$ cat src/rtl/rgb2yuv_packer.sv
// RGB888 -> BT.601 YUV 4:2:2 packer: three-stage pipeline ending in a pixel-pair FSM, output word {V, Y0, U, Y1}.
// Define RGB2YUV_STATS_EN to add the word_cnt / odd_cnt statistics outputs.
module rgb2yuv_packer #(
  parameter int Y_OFFSET = 16,
  parameter int C_OFFSET = 128
) (
  input  logic        clk,
  input  logic        rst_n,
  input  logic [23:0] in_rgb,
  input  logic        in_sol,
  input  logic        in_valid,
  output logic        in_ready,
  output logic [31:0] out_yuv,
  output logic        out_valid,
`ifdef RGB2YUV_STATS_EN
  output logic [15:0] word_cnt,
  output logic [15:0] odd_cnt,
`endif
  input  logic        out_ready
);

  typedef enum logic {EVEN, ODD} pair_state_t;

  function automatic logic [7:0] scale_off(input logic signed [19:0] sum, input int offset);
    return 8'((sum >>> 8) + 20'(offset));
  endfunction

  function automatic logic [7:0] avg8(input logic [7:0] a, input logic [7:0] b);
    return 8'(({1'b0, a} + {1'b0, b}) >> 1);
  endfunction

  // Reset asserts asynchronously and is released on a clock edge.
  logic [1:0] rst_sync;
  logic       rst_n_i;
  always_ff @(posedge clk or negedge rst_n) begin
    if (!rst_n) rst_sync <= 2'b00;
    else        rst_sync <= {rst_sync[0], 1'b1};
  end
  assign rst_n_i = rst_sync[1];

  logic stall, accept;
  assign stall    = out_valid && !out_ready;
  assign in_ready = !stall;
  assign accept   = in_valid && in_ready;

  logic signed [17:0] r_s, g_s, b_s;
  assign r_s = {10'd0, in_rgb[23:16]};
  assign g_s = {10'd0, in_rgb[15:8]};
  assign b_s = {10'd0, in_rgb[7:0]};

  // Stage 1: coefficient products
  logic signed [17:0] ry_p1, gy_p1, by_p1, ru_p1, gu_p1, bu_p1, rv_p1, gv_p1, bv_p1;
  logic               sol_p1, vld_p1;
  always_ff @(posedge clk) begin
    if (!stall) begin
      ry_p1  <= r_s * 18'sd66;
      gy_p1  <= g_s * 18'sd129;
      by_p1  <= b_s * 18'sd25;
      ru_p1  <= r_s * 18'sd38;
      gu_p1  <= g_s * 18'sd74;
      bu_p1  <= b_s * 18'sd112;
      rv_p1  <= r_s * 18'sd112;
      gv_p1  <= g_s * 18'sd94;
      bv_p1  <= b_s * 18'sd18;
      sol_p1 <= in_sol;
    end
  end

  // Stage 2: sum, round, shift, offset
  logic signed [19:0] y_sum, u_sum, v_sum;
  assign y_sum = 20'(ry_p1) + 20'(gy_p1) + 20'(by_p1) + 20'sd128;
  assign u_sum = 20'(bu_p1) - 20'(ru_p1) - 20'(gu_p1) + 20'sd128;
  assign v_sum = 20'(rv_p1) - 20'(gv_p1) - 20'(bv_p1) + 20'sd128;

  logic [7:0] y_p2, u_p2, v_p2;
  logic       sol_p2, vld_p2;
  always_ff @(posedge clk) begin
    if (!stall) begin
      y_p2   <= scale_off(y_sum, Y_OFFSET);
      u_p2   <= scale_off(u_sum, C_OFFSET);
      v_p2   <= scale_off(v_sum, C_OFFSET);
      sol_p2 <= sol_p1;
    end
  end

  always_ff @(posedge clk or negedge rst_n_i) begin
    if (!rst_n_i) begin
      vld_p1 <= 1'b0;
      vld_p2 <= 1'b0;
    end else if (!stall) begin
      vld_p1 <= accept;
      vld_p2 <= vld_p1;
    end
  end

  // Stage 3: pair FSM and packing
  pair_state_t state_p3;
  logic [7:0]  y0_p3, u0_p3, v0_p3;
  logic        emit_vld, emit_odd;
  logic [31:0] emit_word;

  always_comb begin
    emit_vld  = 1'b0;
    emit_odd  = 1'b0;
    emit_word = '0;
    if (vld_p2 && state_p3 == ODD) begin
      emit_vld = 1'b1;
      if (sol_p2) begin
        emit_odd  = 1'b1;
        emit_word = {v0_p3, y0_p3, u0_p3, y0_p3};
      end else begin
        emit_word = {avg8(v0_p3, v_p2), y0_p3, avg8(u0_p3, u_p2), y_p2};
      end
    end
  end

  always_ff @(posedge clk) begin
    if (!stall && vld_p2 && (state_p3 == EVEN || sol_p2)) begin
      y0_p3 <= y_p2;
      u0_p3 <= u_p2;
      v0_p3 <= v_p2;
    end
  end

  always_ff @(posedge clk or negedge rst_n_i) begin
    if (!rst_n_i) begin
      state_p3 <= EVEN;
    end else if (!stall && vld_p2) begin
      case (state_p3)
        EVEN:    state_p3 <= ODD;
        default: state_p3 <= sol_p2 ? ODD : EVEN;
      endcase
    end
  end

  // Output register
  always_ff @(posedge clk or negedge rst_n_i) begin
    if (!rst_n_i) begin
      out_valid <= 1'b0;
      out_yuv   <= '0;
    end else if (!stall) begin
      out_valid <= emit_vld;
      if (emit_vld) out_yuv <= emit_word;
    end
  end

`ifdef RGB2YUV_STATS_EN
  always_ff @(posedge clk or negedge rst_n_i) begin
    if (!rst_n_i) begin
      word_cnt <= '0;
      odd_cnt  <= '0;
    end else begin
      if (out_valid && out_ready) word_cnt <= word_cnt + 16'd1;
      if (!stall && emit_odd)     odd_cnt  <= odd_cnt + 16'd1;
    end
  end
`endif

endmodule

$ cat config.mk
export PLATFORM = sky130hd
export DESIGN_NAME = rgb2yuv_packer
export DESIGN_NICKNAME = d
export VERILOG_FILES = /design/src/rtl/rgb2yuv_packer.sv
export SDC_FILE = /design/constraint.sdc
export NUM_CORES = 1
export LEC_CHECK = 0
export ABC_AREA = 1
export CAP_MARGIN = 15
export CELL_PAD_IN_SITES_DETAIL_PLACEMENT = 0
export CELL_PAD_IN_SITES_GLOBAL_PLACEMENT = 1
export CORE_MARGIN = 2
export CORE_UTILIZATION = 40
export CTS_BUF_LIST = sky130_fd_sc_hd__clkbuf_4
export DETAILED_ROUTE_END_ITERATION = 10
export PLACE_DENSITY_LB_ADDON = 0.1
export SLEW_MARGIN = 20
export SYNTH_ARGS = -nofsm -noshare
export SYNTH_HDL_FRONTEND = slang
export SYNTH_SLANG_ARGS = --single-unit
$ cat constraint.sdc
create_clock -name clk -period 11.35 [get_ports clk]
set_clock_uncertainty 0.2 [all_clocks]
set_input_delay 1.7025 -clock clk [delete_from_list [all_inputs] [get_ports clk]]
set_output_delay 1.7025 -clock clk [all_outputs]
set_load 0.01 [all_outputs]
# Yosys cells after proc, flatten, opt, wreduce, memory -nomap -nowiden
# Cells that the tools add are included.
# totals
ff_bits	206
input_bits	29
output_inout_bits	34
word_cells	62
# classes
n_addsub	14
multipliers	9
n_mux	5
bitwise	2
n_reduce_logical	9
# op_table
operator	n
$mux W32	2
$mul A8 B6 Y14 const B	3
$add A16 B9 Y16 const B	2
$mul A8 B5 Y13 const B	2
$mul A8 B3 Y11 const B	2
$add A8 B8 Y9	2
$add A15 B16 Y16	1
$add A16 B13 Y16	1
$add A16 B8 Y16 const B	1
$add A8 B8 Y8 const B	2
$mul A8 B8 Y16 const B	1
$sub A15 B14 Y16	1
$sub A15 B15 Y16	1
$sub A16 B14 Y16	1
$sub A16 B16 Y16	1
$mul A8 B4 Y12 const B	1
$add A8 B6 Y8 const B	1
$logic_and A1 B1 Y1	5
$mux W1	3
$logic_not A1 Y1	2
$not A1 Y1	2
$reduce_and A2 Y1	1
$logic_or A1 B1 Y1	1

# Longest topological paths before layout
# depth
ltp_word	5
ltp_mapped	17
depth_no_buf	17

# Least setup slack after synthesis
# OpenSTA, ideal clock, no wires.
# synth_path
path_type	input to output
start	input port out_ready
end	output port in_ready
t_arrival_ns	4.463
required_ns	9.448
setup_slack_ns	4.984
stages	2
path_buffers	0
path_cell_list	nor2_1 > inv_1
# synth_between
elab_chain_cells	3
# synth_rtl
item	line	source
from (decl)	19	input logic out_ready
$logic_not A1 Y1	42	assign stall = out_valid && !out_ready;
$logic_and A1 B1 Y1	42	
$logic_not A1 Y1	--	
to (decl)	12	output logic in_ready,
# No other way between the ends.

# Worst setup path in the final report
# Ends and elaborated chain as after synthesis.

==> results.json <==
{
  "post-route-util_pct": 44.68,
  "die_area_sq_um": 38600,
  "cts_setup_buffers": 0,
  "yosysMostFrequentCell": "inv_1",
  "cts_resized": 0,
  "cts.sinks": 195,
  "timing.rr.start": "gy_p1[6]",
  "r2r_end": "y_p2[6]",
  "fp.dieH_um": 196.5,
  "clockBufferDepth": 2,
  "drive_gt1_share_pct": 3.470,
  "avgViaCountPerCell": 4.709,
  "core.rowCount": 70,
  "synth_common_cells": "inv_1 (301), nand2_1 (253), ha_1 (239)",
  "synthFlopType": "edfxtp_1",
  "cpPeakStageDelay_ps": 580,
  "ioPinCount": 63,
  "tritoncts": "done",
  "min_path_type": "flip-flop to asynchronous set/reset pin",
  "grt_max_degree": 77,
  "netlist_instances": 1498,
  "die_x_um": 196.5,
  "reg2reg_slack_ps": 8140,
  "crit_required_ps": 9450,
  "cts_hold_buf": 0,
  "ys_types": 37,
  "cp_slowest_cell": "clkdlybuf4s50_1",
  "synth_edf_count": 157,
  "yosys.area.top_type_share_pct": 31.81,
  "finalHoldViolations": 0,
  "finalSetupTns_ps": 0,
  "finalCriticalPeriod_ps": 5336,
  "fmax_mhz": 187.4,
  "synthTopCellsByArea": "edfxtp_1 (32%), ha_1 (20%), fa_1 (11%), inv_1 (7.6%), dfrtp_1 (6.4%)",
  "grt_pass1_vias": 9773,
  "initial_core_util_pct": 40.58,
  "cp_data_arrival_time_ps": 3430,
  "insertion_delay_ps": 630,
  "synth_seq_cells": 195,
  "crit_path_end_kind": "output port",
  "setup_violations": 0,
  "vias": 9673,
  "syn_to_final_growth_pct": 10.12,
  "cts-buffers-inserted": 17,
  "r2r_cells": 16,
  "drtAntennaViolNets": 0,
  "max_slew_margin_pct": 35.15,
  "place_congestion": 0.8401,
  "drv_cap": 0,
  "grt_pass1_wl_mm": 51.58,
  "fin_crit_sh_pct": 47.01,
  "synthArstFlopShare_pct": 19.49,
  "netlist_area_sq_um": 14820,
  "grt_use_total_pct": 17.34,
  "wl_per_cell_um": 15.26,
  "syn_area_per_cell_sq_um": 9.893,
  "antenna_found_initial": 1,
  "hpwl_mm": 25.68,
  "first_iter_violations": 448,
  "path_common_cell": "clkdlybuf4s50_1",
  "drtPass1Iterations": 4,
  "crit_type": "input port to output port",
  "core_region_area_sq_um": 36520,
  "port_buffers": 62,
  "worstPathCellList": "clkdlybuf4s50_1, nor2_1, inv_6, clkdlybuf4s50_1",
  "drcViolationCount": 0,
  "detail_route.wirelength_mm": 31.35,
  "nets": 1919,
  "startpoint_type": "input port",
  "ctsHtreeMaxLevel": 4,
  "path_clk_slew_ps": 160,
  "yosysTopAreaCell": "edfxtp_1",
  "syn_nets": 1845,
  "rsz0062_at_grt": "no",
  "seq_area_frac_synth_pct": 38.23,
  "yosys_warnings": 0,
  "grt.overflow.total": 0,
  "slew_violations": 0,
  "outcome": "finished clean",
  "tightest_slew_ps": 972.7,
  "cp_max_fo": 63,
  "clockRootBuffer": "clkbuf_4"
}
logic make-up (layout without fill, tap and decap cells):
logic type	Yosys count	count (layout)	share of synthesized area, %
XOR/XNOR	77	77	4.551
flip-flops	195	195	38.23
other	1	2	0.02530
AND/OR/NAND/NOR	399	399	11.04
adder cells (fa/ha/maj)	318	318	30.85
buffers and inverters	316	403	8.046
AO/OA/AOI/OAI	192	192	7.253
worst max path at each step:
stage / from / slack [ps] / to
after floorplan: out_ready / 4980 / in_ready
after global placement: in_rgb[12] / 5560 / gv_p1[12]
after detailed placement: in_rgb[12] / 5480 / gv_p1[12]
after CTS: out_ready / 6010 / in_ready
after global routing: out_ready / 5890 / in_ready
final: out_ready / 6010 / in_ready
routing by layer:
metal,track usage [%],wire length (um),up-vias
met2,29.22,15060,96
met1,23.01,14970,4477
met3,2.259,531,30
met5,0,0,-
met4,6.061,793,0
li1,-,-,5070
through the flow:
step | hold WS [ps] | instance area (sq um) | setup WS, ps | instances
global route | 157.3 | 16320 | 5890 | 2054
global placement | 112.0 | 16010 | 5561 | 2021
floorplan | 131.2 | 14820 | 4984 | 1498
detailed placement | 108.1 | 16010 | 5485 | 2021
finish | 95.58 | 16320 | 6014 | 2054
CTS | 123.8 | 16320 | 6013 | 2053
registers in the layout (all words and copies together) (netlist names), 2 cells and up:
name	cells
rv_p1	11
gy_p1	16
v0_p3	8
v_p2	8
out_yuv	32
bu_p1	10
y_p2	8
ry_p1	13
by_p1	13
gu_p1	12
u0_p3	8
gv_p1	13
u_p2	8
bv_p1	8
ru_p1	11
y0_p3	8
rst_sync	2
worst max-delay path: cells and delay by family:
kind	cells	cell delay, ps
and+or+nand+nor	1	380
buffers and inverters	3	1280
cell type report:
class,count,area (sq um)
clock inverters,15,176.4
well taps,468,585.6
diodes,1,2.502
multi-input cells,987,7961
flip-flops and latches,195,5665
repair buffers,66,650.6
fillers,3550,20200
clock buffers,17,127.6
inverters,305,1150
layout by cell type, fill, tap and decap left out, types with 5 or more instances in the layout:
cell type,n
a21oi_1,97
a31oi_1,18
clkbuf_4,17
clkdlybuf4s50_1,62
clkinv_4,5
dfrtp_1,38
edfxtp_1,157
fa_1,79
ha_1,239
inv_1,300
nand2_1,253
nand2_2,5
nand3_1,45
nand4_1,14
nor2_1,65
nor2_2,5
nor3_1,7
o211ai_1,11
o21ai_0,29
o21ai_1,14
o21bai_1,6
xnor2_1,19
xor2_1,58
Power is not shown: default switching activity piles up to over one toggle a cycle in this logic, so the estimate is an artifact.
